[src/rtl/dmem_bridge.sv]
// Data-memory bridge between the CPU MEM stage and a valid/ready memory port.
// A one-entry write buffer hides store latency; load misses stall the pipeline.
module dmem_bridge #(
    parameter int unsigned REG_WIDTH       = 32,
    parameter int unsigned DMEM_ADDR_WIDTH = 10
) (
    input  logic                       clk,
    input  logic                       reset_b,

    input  logic                       cpu_read,
    input  logic                       cpu_write,
    input  logic [31:0]                cpu_addr,
    input  logic [REG_WIDTH-1:0]       cpu_wdata,
    output logic [REG_WIDTH-1:0]       cpu_rdata,
    output logic                       stall,

    output logic                       mreq_valid,
    input  logic                       mreq_ready,
    output logic                       mreq_we,
    output logic [DMEM_ADDR_WIDTH-1:0] mreq_addr,
    output logic [REG_WIDTH-1:0]       mreq_wdata,
    input  logic                       mrsp_valid,
    input  logic [REG_WIDTH-1:0]       mrsp_data,

    output logic [31:0]                stall_cycles
);

    typedef enum logic [1:0] {
        StIdle,
        StRdReq,
        StRdWait,
        StRdDone
    } state_e;

    state_e                     state_q, state_d;
    logic                       wb_valid_q, wb_valid_d;
    logic [DMEM_ADDR_WIDTH-1:0] wb_addr_q, wb_addr_d;
    logic [REG_WIDTH-1:0]       wb_data_q, wb_data_d;
    logic [REG_WIDTH-1:0]       rdata_q, rdata_d;
    logic [31:0]                stall_cnt_q, stall_cnt_d;

    logic [DMEM_ADDR_WIDTH-1:0] word_addr;
    logic                       is_load;
    logic                       is_store;
    logic                       wb_hit;
    logic                       wb_drain;
    logic                       unused_addr_bits;

    assign word_addr        = cpu_addr[DMEM_ADDR_WIDTH+1:2];
    assign unused_addr_bits = ^{cpu_addr[31:DMEM_ADDR_WIDTH+2], cpu_addr[1:0]};

    // A simultaneous read and write is a load; the store half is dropped.
    assign is_load  = cpu_read;
    assign is_store = cpu_write & ~cpu_read;

    assign wb_hit   = wb_valid_q & (wb_addr_q == word_addr);
    assign wb_drain = (state_q == StIdle) & wb_valid_q & mreq_ready;

    always_comb begin
        state_d    = state_q;
        wb_valid_d = wb_valid_q;
        wb_addr_d  = wb_addr_q;
        wb_data_d  = wb_data_q;
        rdata_d    = rdata_q;

        stall      = 1'b0;
        cpu_rdata  = '0;
        mreq_valid = 1'b0;
        mreq_we    = 1'b0;
        mreq_addr  = wb_addr_q;
        mreq_wdata = wb_data_q;

        case (state_q)
            StIdle: begin
                if (wb_valid_q) begin
                    mreq_valid = 1'b1;
                    mreq_we    = 1'b1;
                    if (mreq_ready) begin
                        wb_valid_d = 1'b0;
                    end
                end

                if (is_load) begin
                    if (wb_hit) begin
                        cpu_rdata = wb_data_q;
                    end else begin
                        // Drain any buffered store before the read goes out.
                        stall = 1'b1;
                        if (!wb_valid_q) begin
                            state_d = StRdReq;
                        end
                    end
                end else if (is_store) begin
                    if (!wb_valid_q || wb_drain || wb_hit) begin
                        wb_valid_d = 1'b1;
                        wb_addr_d  = word_addr;
                        wb_data_d  = cpu_wdata;
                    end else begin
                        stall = 1'b1;
                    end
                end
            end

            StRdReq: begin
                stall      = 1'b1;
                mreq_valid = 1'b1;
                mreq_we    = 1'b0;
                mreq_addr  = word_addr;
                mreq_wdata = '0;
                if (mreq_ready) begin
                    state_d = StRdWait;
                end
            end

            StRdWait: begin
                stall = 1'b1;
                if (mrsp_valid) begin
                    rdata_d = mrsp_data;
                    state_d = StRdDone;
                end
            end

            StRdDone: begin
                cpu_rdata = rdata_q;
                state_d   = StIdle;
            end

            default: begin
                state_d = StIdle;
            end
        endcase
    end

    always_comb begin
        stall_cnt_d = stall_cnt_q;
        if (stall && (stall_cnt_q != 32'hFFFF_FFFF)) begin
            stall_cnt_d = stall_cnt_q + 32'd1;
        end
    end

    assign stall_cycles = stall_cnt_q;

    always_ff @(posedge clk) begin
        if (reset_b) begin
            state_q     <= StIdle;
            wb_valid_q  <= 1'b0;
            wb_addr_q   <= '0;
            wb_data_q   <= '0;
            rdata_q     <= '0;
            stall_cnt_q <= '0;
        end else begin
            state_q     <= state_d;
            wb_valid_q  <= wb_valid_d;
            wb_addr_q   <= wb_addr_d;
            wb_data_q   <= wb_data_d;
            rdata_q     <= rdata_d;
            stall_cnt_q <= stall_cnt_d;
        end
    end

endmodule

[config.mk]
export PLATFORM = sky130hd
export DESIGN_NAME = dmem_bridge
export DESIGN_NICKNAME = d
export VERILOG_FILES = /design/src/rtl/dmem_bridge.sv
export SDC_FILE = /design/constraint.sdc
export NUM_CORES = 1
export LEC_CHECK = 0
export ABC_AREA = 1
export ABC_CLOCK_PERIOD_IN_PS = 2350
export CORE_MARGIN = 2
export CORE_UTILIZATION = 43
export CTS_BUF_LIST = sky130_fd_sc_hd__clkbuf_4
export DETAILED_ROUTE_END_ITERATION = 6
export PLACE_DENSITY = 0.77
export SLEW_MARGIN = 5
export SYNTH_ARGS = -nofsm -noshare
export SYNTH_HDL_FRONTEND = slang
export SYNTH_SLANG_ARGS = --single-unit
[constraint.sdc]
create_clock -name clk -period 2.35 [get_ports clk]
set_clock_uncertainty 0.2 [all_clocks]
set_input_delay 0.3525 -clock clk [delete_from_list [all_inputs] [get_ports clk]]
set_output_delay 0.3525 -clock clk [all_outputs]
set_load 0.01 [all_outputs]
After elaboration in Yosys (flattened, before gate mapping)

Index checks and enable logic that the tools add are counted.

Register bits: 109
Bits of input ports: 102
Output and inout port bits: 109
Word-level logic and storage cells: 55

Add/subtract/negate cells: 1
Eq/ne operators: 10
Multiplexer cells: 24
Bitwise gates (word level): 5
Reductions and logical operators: 9

Operator list:

| operator                                                               | count |
|---|---|
| 32-bit two-way mux                                                     | 3 |
| 32-bit case mux with 2 select lines                                    | 1 |
| 32-bit by 1-bit adder with 32-bit output (second input constant)       | 1 |
| 32-bit inequality test (second input constant)                         | 1 |
| 1-bit two-way mux                                                      | 11 |
| 10-bit equality test                                                   | 1 |
| 10-bit two-way mux                                                     | 1 |
| 2-bit two-way mux                                                      | 5 |
| 2-bit inequality test (second input constant)                          | 5 |
| 2-bit case mux with 4 select lines                                     | 1 |
| 5-bit AND reduction                                                    | 1 |
| 1-bit bitwise AND                                                      | 4 |
| 2-bit equality test (second input constant)                            | 2 |
| 1-bit case mux with 2 select lines                                     | 2 |
| 4-bit AND reduction                                                    | 1 |
| 2-bit by 1-bit equality test with 1-bit output (second input constant) | 1 |
| 2-bit zero test                                                        | 1 |
| 1-bit logical OR                                                       | 2 |
| 2-bit AND reduction                                                    | 1 |
| 2-bit OR reduction                                                     | 1 |
| 1-bit logical AND                                                      | 1 |
| 1-bit zero test                                                        | 1 |
| 1-bit NOT                                                              | 1 |

Longest topological paths before layout

Depth in word-level cells: 10
Depth in mapped cells: 16
Mapped depth without buffers: 15

Least setup slack after synthesis

No wires, ideal clock.

Path kind: register to register
Start point: register stall_cnt_q[0] (netlist: stall_cycles[0])
End point: register stall_cnt_q[26] (netlist: stall_cycles[26])
Library setup time: 0.128 ns
Arrival time: 1.778 ns
Data required time: 2.022 ns
Slack: 0.245 ns
Cell stages (with the launch flop): 12
Buffers on the path: 1
Period minus slack after synthesis: 2.105 ns
Cells stage by stage: dfxtp_1 > ha_1 > nand2_2 > nor3_2 > nand4_2 > nor2_2 > nand4_2 > nand3_2 > buf_6 > nand2_1 > nand2_1 > nor2_1

Longest elaborated chain between the ends: 2
Elaborated cells on any way between the ends: 3
Classes of those cells: add/sub: 1; eq/ne: 1; reduce/logical: 1

Ends and longest elaborated chain:

| element                                                                          | RTL line | RTL |
|---|---|---|
| from (decl)                                                                      | 40       | `logic [31:0] stall_cnt_q, stall_cnt_d;` |
| from (signal assigned)                                                           | 157      | `stall_cnt_q <= stall_cnt_d;` |
| branches (longest 2 deep; another with 32-bit by 1-bit adder with 32-bit output) | --       |  |

Parallel ways; which one is timed is not known.
A chain may end at the register's enable or synchronous reset.

Worst setup path after layout

Start point: input port cpu_addr[11]
End point: output port cpu_rdata[1]

Longest elaborated chain between the ends: 5

Ends and longest elaborated chain:

| element                             | RTL line | RTL |
|---|---|---|
| from (decl)                         | 12       | `input logic [31:0] cpu_addr,` |
| 10-bit equality test                | 56       | `assign wb_hit = wb_valid_q & (wb_addr_q == word_addr);` |
| 1-bit bitwise AND                   | 56       |  |
| 32-bit two-way mux                  | 84       | `if (wb_hit) begin` |
| 32-bit two-way mux                  | 83       | `if (is_load) begin` |
| 32-bit case mux with 2 select lines | 73       | `case (state_q)` |
| to (decl)                           | 14       | `output logic [REG_WIDTH-1:0] cpu_rdata,` |

Every way passes these cells.

==> impl_results.html <==
<table>
<tr><th>Metric</th><th>Value</th></tr>
<tr><th colspan="2">Finish</th></tr>
<tr><td>Layout cells sized above 1</td><td>0.237</td></tr>
<tr><td>Area growth from synthesis to layout</td><td>46.6%</td></tr>
<tr><td>Number of diodes</td><td>0</td></tr>
<tr><td>Filler cells</td><td>1281</td></tr>
<tr><td>Final core utilization</td><td>0.643</td></tr>
<tr><td>Net count, final</td><td>1292</td></tr>
<tr><th colspan="2">Worst setup path</th></tr>
<tr><td>Startpoint of the worst register-to-register path</td><td>state_q[0]$_SDFFE_PP0P_</td></tr>
<tr><td>Required time at the worst-slack endpoint</td><td>1800 ps</td></tr>
<tr><td>Flop-to-flop setup slack</td><td>100 ps</td></tr>
<tr><td>Largest driver fanout on the critical path</td><td>8</td></tr>
<tr><td>CP peak stage delay</td><td>540 ps</td></tr>
<tr><td>Worst path top cell family by delay</td><td>buffers and inverters</td></tr>
<tr><td>Capture point of the worst reg-to-reg path</td><td>state_q[0]$_SDFFE_PP0P_</td></tr>
<tr><td>Slowest library cell on the worst path</td><td>clkdlybuf4s50_1</td></tr>
<tr><td>Setup crit start kind</td><td>primary input</td></tr>
<tr><td>Critical path arrival</td><td>2150 ps</td></tr>
<tr><td>Logic depth of the worst register-to-register path</td><td>8</td></tr>
<tr><td>Critical path type</td><td>primary input to output port</td></tr>
<tr><td>Critical path cell sequence</td><td>clkdlybuf4s50_1 &gt; inv_1 &gt; nand2_1 &gt; nand2_1 &gt; inv_1 &gt; nand3_1 &gt; nor2_2 &gt; nand3_2 &gt; inv_2 &gt; buf_12 &gt; buf_6 &gt; nand3_1 &gt; a21oi_1 &gt; buf_2</td></tr>
<tr><td>Endpoint type of the worst setup path</td><td>output port</td></tr>
<tr><td>Total buffers and inverters traversed by the critical path</td><td>7</td></tr>
<tr><th colspan="2">Synth</th></tr>
<tr><td>Synth Cell Area</td><td>6090 um^2</td></tr>
<tr><td>Number of instances in the synthesized netlist</td><td>966</td></tr>
<tr><td>Total nets after synthesis</td><td>1075</td></tr>
<tr><td>Yosys cell types</td><td>31</td></tr>
<tr><td>Portion of the post-synthesis area used by sequential elements</td><td>0.358</td></tr>
<tr><td>Synthesized flop and latch total</td><td>109</td></tr>
<tr><td>Biggest area contributors in the synthesized netlist</td><td>dfxtp_1 36%, nand2_1 11%, nor2_1 9.4%, inv_1 8.6%, o21ai_0 7.1%</td></tr>
<tr><td>Number of warnings printed during yosys synthesis</td><td>0</td></tr>
<tr><td>Post-synthesis average cell area</td><td>6.31 um^2</td></tr>
<tr><td>Yosys top cell area share</td><td>0.358</td></tr>
<tr><td>Library cell occupying the most area in the post-synthesis netlist</td><td>dfxtp_1</td></tr>
<tr><th colspan="2">CTS</th></tr>
<tr><td>CTS root buffer</td><td>clkbuf_4</td></tr>
<tr><td>Number of sinks on the clock net</td><td>109</td></tr>
<tr><td>Number of buffers on the longest clock path</td><td>2</td></tr>
<tr><td>TritonCTS clock tree</td><td>built</td></tr>
<tr><td>Deepest level of the CTS H-tree</td><td>3</td></tr>
<tr><td>Worst-skew pair later-pin latency</td><td>480 ps</td></tr>
<tr><td>Number of buffers created by CTS</td><td>9</td></tr>
<tr><td>Clock transition at the registers of the reported paths</td><td>180 ps</td></tr>
<tr><th colspan="2">Hold path</th></tr>
<tr><td>Count of cells along the worst hold path</td><td>3</td></tr>
<tr><td>Worst Hold Endpoint</td><td>wb_addr_q[5]$_SDFFE_PP0P_</td></tr>
<tr><td>Startpoint of the most critical hold path</td><td>cpu_addr[7]</td></tr>
<tr><td>Type of the worst min-delay path</td><td>primary input to flop</td></tr>
<tr><th colspan="2">STA</th></tr>
<tr><td>Share of the cycle needed by the critical path after routing</td><td>1.15</td></tr>
<tr><td>Final count of hold timing violations</td><td>0</td></tr>
<tr><td>Highest Clock Rate</td><td>0.370 GHz</td></tr>
<tr><td>Final-layout setup total negative slack</td><td>-10030 ps</td></tr>
<tr><td>Rel. slew slack</td><td>0.605</td></tr>
<tr><td>Worst Tran Pin Value</td><td>588 ps</td></tr>
<tr><td>Clock period minus worst slack</td><td>2700 ps</td></tr>
<tr><td>Unrepaired setup endpoints after global routing</td><td>true</td></tr>
<tr><td>Slew Limit Fails</td><td>0</td></tr>
<tr><td>Total setup violations reported at the end of the flow</td><td>33</td></tr>
<tr><td>PnR worst setup slack</td><td>-351 ps</td></tr>
<tr><th colspan="2">Routing</th></tr>
<tr><td>Count of vias placed by the detailed router</td><td>6958</td></tr>
<tr><td>Length of the first detailed-routing pass in iterations</td><td>5</td></tr>
<tr><td>First-iteration detailed-routing DRC count</td><td>518</td></tr>
<tr><td>Final Routed Wirelength</td><td>20.2 mm</td></tr>
<tr><td>Via-per-instance ratio</td><td>5.09</td></tr>
<tr><td>Avg WL per Cell</td><td>14.8 um</td></tr>
<tr><td>Residual antenna-violating net count after detailed routing</td><td>0</td></tr>
<tr><td>Total DRC errors in the routed layout</td><td>0</td></tr>
<tr><th colspan="2">Pwr</th></tr>
<tr><td>Static leakage power</td><td>3.90 nW</td></tr>
<tr><td>IR Drop Worst-Case VDD</td><td>0.592 mV</td></tr>
<tr><td>Power density over cell area</td><td>835 nW/um^2</td></tr>
<tr><th colspan="2">Placed design</th></tr>
<tr><td>DP HPWL</td><td>13.8 mm</td></tr>
<tr><td>Count of port buffers added during placement</td><td>188</td></tr>
<tr><td>Global placer's final weighted congestion</td><td>0.974</td></tr>
<tr><th colspan="2">Global routing</th></tr>
<tr><td>Grt total ovfl</td><td>0</td></tr>
<tr><td>Global-route wire length before repair</td><td>30.6 mm</td></tr>
<tr><td>Total track usage</td><td>0.259</td></tr>
<tr><td>Vias in the first global route</td><td>6248</td></tr>
<tr><td>Maximum number of pins on one net before global-route repair</td><td>59</td></tr>
<tr><td>Antenna violations before repair</td><td>0</td></tr>
<tr><th colspan="2">Flow run</th></tr>
<tr><td>Max-Cap Viols</td><td>0</td></tr>
<tr><th colspan="2">Die</th></tr>
<tr><td>Number of rows created at floorplan</td><td>43</td></tr>
<tr><td>Floorplan Core Area</td><td>13900 um^2</td></tr>
<tr><td>Die Height</td><td>123 um</td></tr>
<tr><td>Initial cell density of the core</td><td>0.439</td></tr>
<tr><td>Die span in x</td><td>123 um</td></tr>
<tr><td>Die Outline Area</td><td>15100 um^2</td></tr>
<tr><td>Number of primary I/O pins</td><td>211</td></tr>
<tr><th colspan="2">Outcome</th></tr>
<tr><td>Failing checks</td><td>setup timing</td></tr>
<tr><td>Status</td><td>complete, but fails checks</td></tr>
</table>
[synthesized netlist by cell type, drive strengths merged]
master,number
or2,1
a41oi,1
nand4,43
buf,21
dfxtp,109
nor4,1
o21ai,87
nand2,179
a21oi,80
nand3,66
clkinv,1
inv,146
xnor2,3
clkbuf,38
nor2,160
ha,7
xor2,6
a31oi,1
o22ai,1
nor3,15
[worst min-delay path, delay by kind of cell]
kind / cells / cell delay (ps)
compound gates: 2 / 210
buf+inv: 1 / 160
[cell families (layout without fill, tap and decap cells)]
logic type	after synthesis	count (layout)	share of synthesized area
AO/OA/AOI/OAI	170	170	0.141
XOR/XNOR	9	9	0.0129
adder cells (fa/ha/maj)	7	7	0.0144
buffers and inverters	206	427	0.134
flip-flops	109	109	0.358
AND/OR/NAND/NOR	465	465	0.340
[stage by stage]
step	total power [mW]	area, um^2	hold slack (ps)	setup slack, ps	instances
after floorplan	4.41	6090	245	245	966
after global placement	5.83	8480	258	-780	1332
after detailed placement	5.89	8480	255	-775	1332
after CTS	6.89	8630	227	-401	1353
after global routing	7.94	8930	40.4	-512	1367
final	7.45	8930	43.8	-351	1367
[cells in the final DEF (no fill, tap or decap), drive strengths merged]
master	n
xor2	6
nor2	160
o21ai	87
buf	140
a21oi	80
dlymetal6s2s	1
clkbuf	21
inv	148
nand2	179
clkinvlp	2
clkdlybuf4s50	110
or2	1
a31oi	1
ha	7
dfxtp	109
o22ai	1
a41oi	1
nand4	43
clkdlybuf4s15	1
bufbuf	1
nand3	66
xnor2	3
nor4	1
nor3	15
clkinv	3
[flip-flops by register name, summed over array words and instances (netlist names)]
name	cells
stall_cycles	32
wb_valid_q	1
rdata_q	32
wb_data_q	32
wb_addr_q	10
state_q	2
[layer usage]
| metal | wire length, um | global-route usage | up-vias |
|---|---|---|---|
| met4 | 627 | 0.0994 | 0 |
| li1 | - | - | 3509 |
| met2 | 9650 | 0.436 | 229 |
| met3 | 1400 | 0.0701 | 43 |
| met5 | 0 | 0 | - |
| met1 | 8560 | 0.314 | 3177 |
[report_power, final]
part           switching, mW  total (mW)  internal (mW)
Clock                  0.671       0.893          0.222
Combinational           2.39        4.12           1.74
Sequential             0.250        2.44           2.19
[cell type report]
| cell class | instances | area, um^2 | share of cell area |
|---|---|---|---|
| Multi-Input combinational cell | 651 | 3420 | 0.383 |
| Timing Repair Buffer | 265 | 2420 | 0.271 |
| Sequential cell | 109 | 2190 | 0.245 |
| Inverter | 147 | 554 | 0.0621 |
| Tap cell | 180 | 225 | 0.0252 |
| Clock buffer | 9 | 67.6 | 0.00757 |
| Clock inverter | 6 | 47.5 | 0.00533 |
[how the worst max path moves through the flow]
stage                                               end  cells after the start  slack, ps                         start
final                                      cpu_rdata[1]                     14       -350                  cpu_addr[11]
after global routing                      cpu_rdata[24]                     13       -510     wb_addr_q[1]$_SDFFE_PP0P_
after CTS                                  cpu_rdata[6]                     14       -400     wb_addr_q[1]$_SDFFE_PP0P_
after detailed placement                  cpu_rdata[10]                     13       -770                   cpu_addr[7]
after global placement                    cpu_rdata[10]                     13       -780                   cpu_addr[7]
after floorplan           stall_cycles[26]$_SDFFE_PP0P_                     11        240  stall_cycles[0]$_SDFFE_PP0P_
[what timing repair did]
item / 4_1_cts / 5_1_grt
setup buffers: 3 / 11
cloned: 3 / 4
hold buffers: 0 / 0
pin swaps: 3 / 26
endpoints found under the setup margin: 77 / 93
gates resized for setup: 269 / 144
(Power assumes the default switching activity.)
==> variant 1: new RTL, config.mk and constraints unchanged <==
`DMEM_ADDR_WIDTH`: 10 -> 11.
--- a/src/rtl/dmem_bridge.sv
+++ b/src/rtl/dmem_bridge.sv
@@ -4,3 +4,3 @@
     parameter int unsigned REG_WIDTH       = 32,
-    parameter int unsigned DMEM_ADDR_WIDTH = 10
+    parameter int unsigned DMEM_ADDR_WIDTH = 11
 ) (
Ports: changed (resized mreq_addr); port bits go from 211 to 212. No check against the original RTL was run, so the function may have changed too.
==> variant 1 against the original RTL <==
The run still ends with negative setup slack left; wire length is 0.97% higher; clock power up 4.0%; total power increased by 0.22%; fmax shrank 2.3%; design area up 0.83%; sequential share of layout area up 0.13 points; hold slack worse by 0.0025 ns; global-route usage down 0.34 points; setup slack worse by 0.063 ns; sequential cell count up 1; synthesized cell count grew 0.21%; synthesized area shrank 0.53%; largest cell class unchanged.
==> variant 1: results (changes against the original RTL) <==
Status: complete, but fails checks
Violated checks: negative setup slack
Metal3 WL: 1680 um (+20%)
GR Util met3: 6.37% (-0.64 points)
Layout cells sized above 1: 22.5% (-1.2 points)
M1 WL: 8540 um (-0.21%)
Drt pass-1 iters: 4 (-1)
Sw frac: 45.5% (+1.2 points)
R2r endpoint: wb_addr_q[10]$_SDFFE_PP0P_
Antenna violations before repair: 1 (+1)
PnR worst setup slack: -0.414 ns (-0.0627 ns)
Seq/Total Area, Yosys: 36.3% (+0.52 points)
Worst-margin pin slew: 0.582 ns (-0.00619 ns)
Vias in the first global route: 6186 (-0.99%)
Placed Area: 0.00843 sq mm (-0.58%)
Total wire length: 20400 um (+0.97%)
Routed via count: 7015 (+0.82%)
Met2 WL: 9550 um (-1.1%)
Place WS: -0.771 ns (+0.00379 ns)
RePlAce Congestion: 0.874 (-10%)
Global-route wire length before repair: 30400 um (-0.74%)
DRT iter0 DRCs: 577 (+11%)
Flop2flop setup slack: 0.17 ns (+0.07 ns)
Cell variety after synth: 28 (-9.7%)
Uppermost routed layer: met5
Final setup viols: 33 (unchanged)
Clock Pin Slew Worst Setup and Hold Paths: 0.16 ns (-0.02 ns)
Port Buf Inserts: 190 (+1.1%)
Reg2reg path depth: 13 (+5)
Pin count of the biggest net entering global routing: 75 (+27%)
Detailed placement HPWL: 13300 um (-4.1%)
Synth top area cells: dfxtp_1, nor2_1, nand2_1
Setup_tns: -10.17 ns (-0.140 ns)
Met2 usage: 42.3% (-1.3 points)
Fill cells: 1249 (-2.5%)
Worst setup endpoint: cpu_rdata[23]
Psw: 3.40 mW (+2.8%)
Worst path arrival time: 2.21 ns (+0.06 ns)
CP Launch Point: wb_addr_q[6]$_SDFFE_PP0P_
Clock Power: 929 uW (+4.0%)
variant 1: changes by cell type after synthesis, moves of 3 or more:
cell / before / now
nand4_1: 39 / 32
buf_2: 12 / 7
nand2_2: 8 / 3
clkinv_1: 1 / 5
nor2_2: 6 / 2
nand2_1: 171 / 177
inv_1: 140 / 126
xnor2_1: 3 / 0
inv_2: 6 / 2
nor2_1: 153 / 183
variant 1: cell families (layout without fill, tap and decap cells):
kind of cell             Yosys count  in the layout  synth area share, %
AO/OA/AOI/OAI                    169            169                 14.0
XOR/XNOR                           8              8                 1.16
adder cells (fa/ha/maj)            7              7                 1.45
buffers and inverters            192            411                 12.7
flip-flops                       110            110                 36.3
AND/OR/NAND/NOR                  482            483                 34.3
variant 1: repair_timing:
item	CTS	global route
endpoints found under the setup margin	78	98
pin swaps	17	44
gates cloned	4	1
buffers inserted	7	9
gates resized for setup	296	119
variant 1: final cells by class:
| cell class | count | area share, % |
|---|---|---|
| Timing Repair Buffer | 262 | 26.7 |
| Multi-Input combinational cell | 667 | 39.2 |
| Clock buffer | 9 | 0.751 |
| Tap cell | 180 | 2.50 |
| Sequential cell | 110 | 24.7 |
| Inverter | 133 | 5.60 |
| Clock inverter | 7 | 0.639 |
variant 1: worst max-delay path, cell delays in order (launching register included):
cell	delay, ns
dfxtp_2	0.37
inv_2	0.05
nand2_2	0.06
nand2_2	0.05
nor2_2	0.10
nand2_1	0.07
nor2_2	0.12
nand3_2	0.13
clkinv_4	0.11
buf_12	0.12
buf_16	0.14
nand3_2	0.08
a21oi_2	0.17
buf_2	0.15
variant 1: stage by stage:
stage / cells / utilization, %
finish: 1368 / 65.1
global placement: 1333 / 61.0
CTS: 1360 / 62.6
floorplan: 968 / -
global route: 1368 / 65.1
detailed placement: 1333 / 61.0
==> variant 2: new RTL, config.mk and constraints unchanged <==
Without the edit above. `wb_addr_q`, `wb_data_q` and `rdata_q` no longer have a reset.
--- a/src/rtl/dmem_bridge.sv
+++ b/src/rtl/dmem_bridge.sv
@@ -146,5 +146,2 @@
             wb_valid_q  <= 1'b0;
-            wb_addr_q   <= '0;
-            wb_data_q   <= '0;
-            rdata_q     <= '0;
             stall_cnt_q <= '0;
@@ -153,5 +150,2 @@
             wb_valid_q  <= wb_valid_d;
-            wb_addr_q   <= wb_addr_d;
-            wb_data_q   <= wb_data_d;
-            rdata_q     <= rdata_d;
             stall_cnt_q <= stall_cnt_d;
@@ -160,2 +154,8 @@
 
+    always_ff @(posedge clk) begin
+        wb_addr_q <= wb_addr_d;
+        wb_data_q <= wb_data_d;
+        rdata_q   <= rdata_d;
+    end
+
 endmodule
Function: changed (a bounded check fails within 4 cycles, from zero or initial values and one cycle with reset_b high).
==> variant 2 against the original RTL <==
The flow still finishes with violations (negative setup slack); count of clock-buffer cells in the layout unchanged; core utilization up 0.25 points; wire length down 7.1%; setup slack better by 0.021 ns; total power up 3.7%; design area down 3.5%; sequential cell count unchanged; synthesized area down 2.9%; critical endpoint is now cpu_rdata[15].
==> variant 2: results (changes against the original RTL) <==
Crit path largest cell delay: 0.47 ns (-0.07 ns)
Max IR drop VDD: 0.000527 V (-11%)
Placed Area: 0.00832 sq mm (-2.0%)
Setup_tns: -9.78 ns (+0.248 ns)
Main synth FF type: edfxtp_1
Violated checks: negative setup slack
DR vias/cell: 5.09 (about the same)
Fill cells: 1116 (-13%)
Drt pass-1 iters: 5 (unchanged)
Post-Place Cells: 1138 (-15%)
Sequential power: 2.57 mW (+5%)
Clock Pin Slew Worst Setup and Hold Paths: 0.17 ns
Synth top area cells: edfxtp_1, nand2_1, dfxtp_1
Max-Slew Margin vs Limit: 66.5% (+6.0 points)
Antenna violations before repair: 1 (+1)
Static leakage: 3.79 nW (-2.9%)
Critical path's slowest cell: edfxtp_1
EDFF count, synth: 74 (+74)
Clock power share: 11.1% (-0.9 points)
Crit path max-delay family: simple AND/OR/NAND/NOR gates
Syn_nets: 875 (-19%)
Cell variety after synth: 32 (+3.2%)
Tot GR Track Use: 24.0% (-1.9 points)
Place WS: -0.804 ns (-0.0296 ns)
Pin count of the biggest net entering global routing: 48 (-19%)
Seq/Total Area, Yosys: 49.4% (+14 points)
PnR worst setup slack: -0.330 ns (+0.0211 ns)
Port Buf Inserts: 188 (unchanged)
Syn avg cell area: 7.72 sq um (+23%)
Global-route wire length before repair: 27400 um (-11%)
Crit path time final: 2.68 ns (-0.0211 ns)
Worst Hold Class: input port to register
Post-synth ARST share: 0% (unchanged)
RePlAce Congestion: 0.939 (-3.6%)
Post-route cell area: 0.00862 sq mm (-3.5%)
WL/cell: 16.1 um (+9.0%)
Final setup viols: 36 (+9.1%)
Resized Gates After CTS: 228 (-15%)
Layout cells sized above 1: 20.3% (-3.4 points)
Synthesis warning total: 0 (unchanged)
Synth cell count leaders: nand2_1, inv_1, nor2_1, edfxtp_1, nand3_1
CTS Buf Count: 9 (unchanged)
Routed via count: 5939 (-15%)
DRT iter0 DRCs: 535 (+3.3%)
Vias in the first global route: 5240 (-16%)
Worst path arrival time: 2.13 ns (-0.02 ns)
Reg power frac: 33.3% (+0.6 points)
Psw: 3.33 mW (+0.68%)
Crit Path Max Fanout: 16 (+8)
Status: complete, but fails checks
Post-CTS setup buffer count: 2 (-1)
Detailed placement HPWL: 12100 um (-12%)
-- variant 2: cell types whose count changed after synthesis, sizes merged, moves of 2 or more --
| cell | change |
|---|---|
| nand3 | +7 |
| clkbuf | -19 |
| inv | -8 |
| buf | -5 |
| xor2 | +3 |
| xnor2 | -2 |
| nor2 | -57 |
| edfxtp | +74 |
| o21ai | -75 |
| a21oi | -40 |
| nor3 | -6 |
| nand2 | +12 |
| dfxtp | -74 |
| nand4 | -9 |
-- variant 2: path summary, 6_finish.rpt --
kind | start | end | slack (ns) | cells past startpoint
worst max register to register | wb_addr_q[4]$_DFFE_PP_ | stall_cycles[17]$_SDFFE_PP0P_ | -0.01 | 18
worst min-delay path | cpu_wdata[0] | wb_data_q[0]$_DFFE_PP_ | 0.22 | 1
worst min register to register | stall_cycles[30]$_SDFFE_PP0P_ | stall_cycles[30]$_SDFFE_PP0P_ | 0.37 | 4
worst max-delay path | wb_addr_q[4]$_DFFE_PP_ | cpu_rdata[15] | -0.33 | 11
-- variant 2: logic make-up (layout without fill, tap and decap cells) --
family	after synthesis	in the layout	synth area share, %
XOR/XNOR	10	10	1.48
flip-flops	109	109	49.4
buffers and inverters	173	393	11.5
adder cells (fa/ha/maj)	7	7	1.48
AO/OA/AOI/OAI	55	55	4.76
AND/OR/NAND/NOR	412	416	31.4
-- variant 2: final cells by class --
cell class,count,area share [%]
Timing Repair Buffer,240,25.9
Clock buffer,9,0.784
Multi-Input combinational cell,488,30.3
Clock inverter,6,0.552
Inverter,138,6.04
Tap cell,176,2.56
Sequential cell,109,33.9
-- variant 2: metal layers --
layer  GRT usage (%)  share of wire (%)  vias to the layer above
li1                -                  -                     2883
met2            40.9                 49                      268
met1            29.8                 40                     2763
met3            6.25                9.7                       23
met4            7.47                1.5                        2
met5               0              0.069                        -
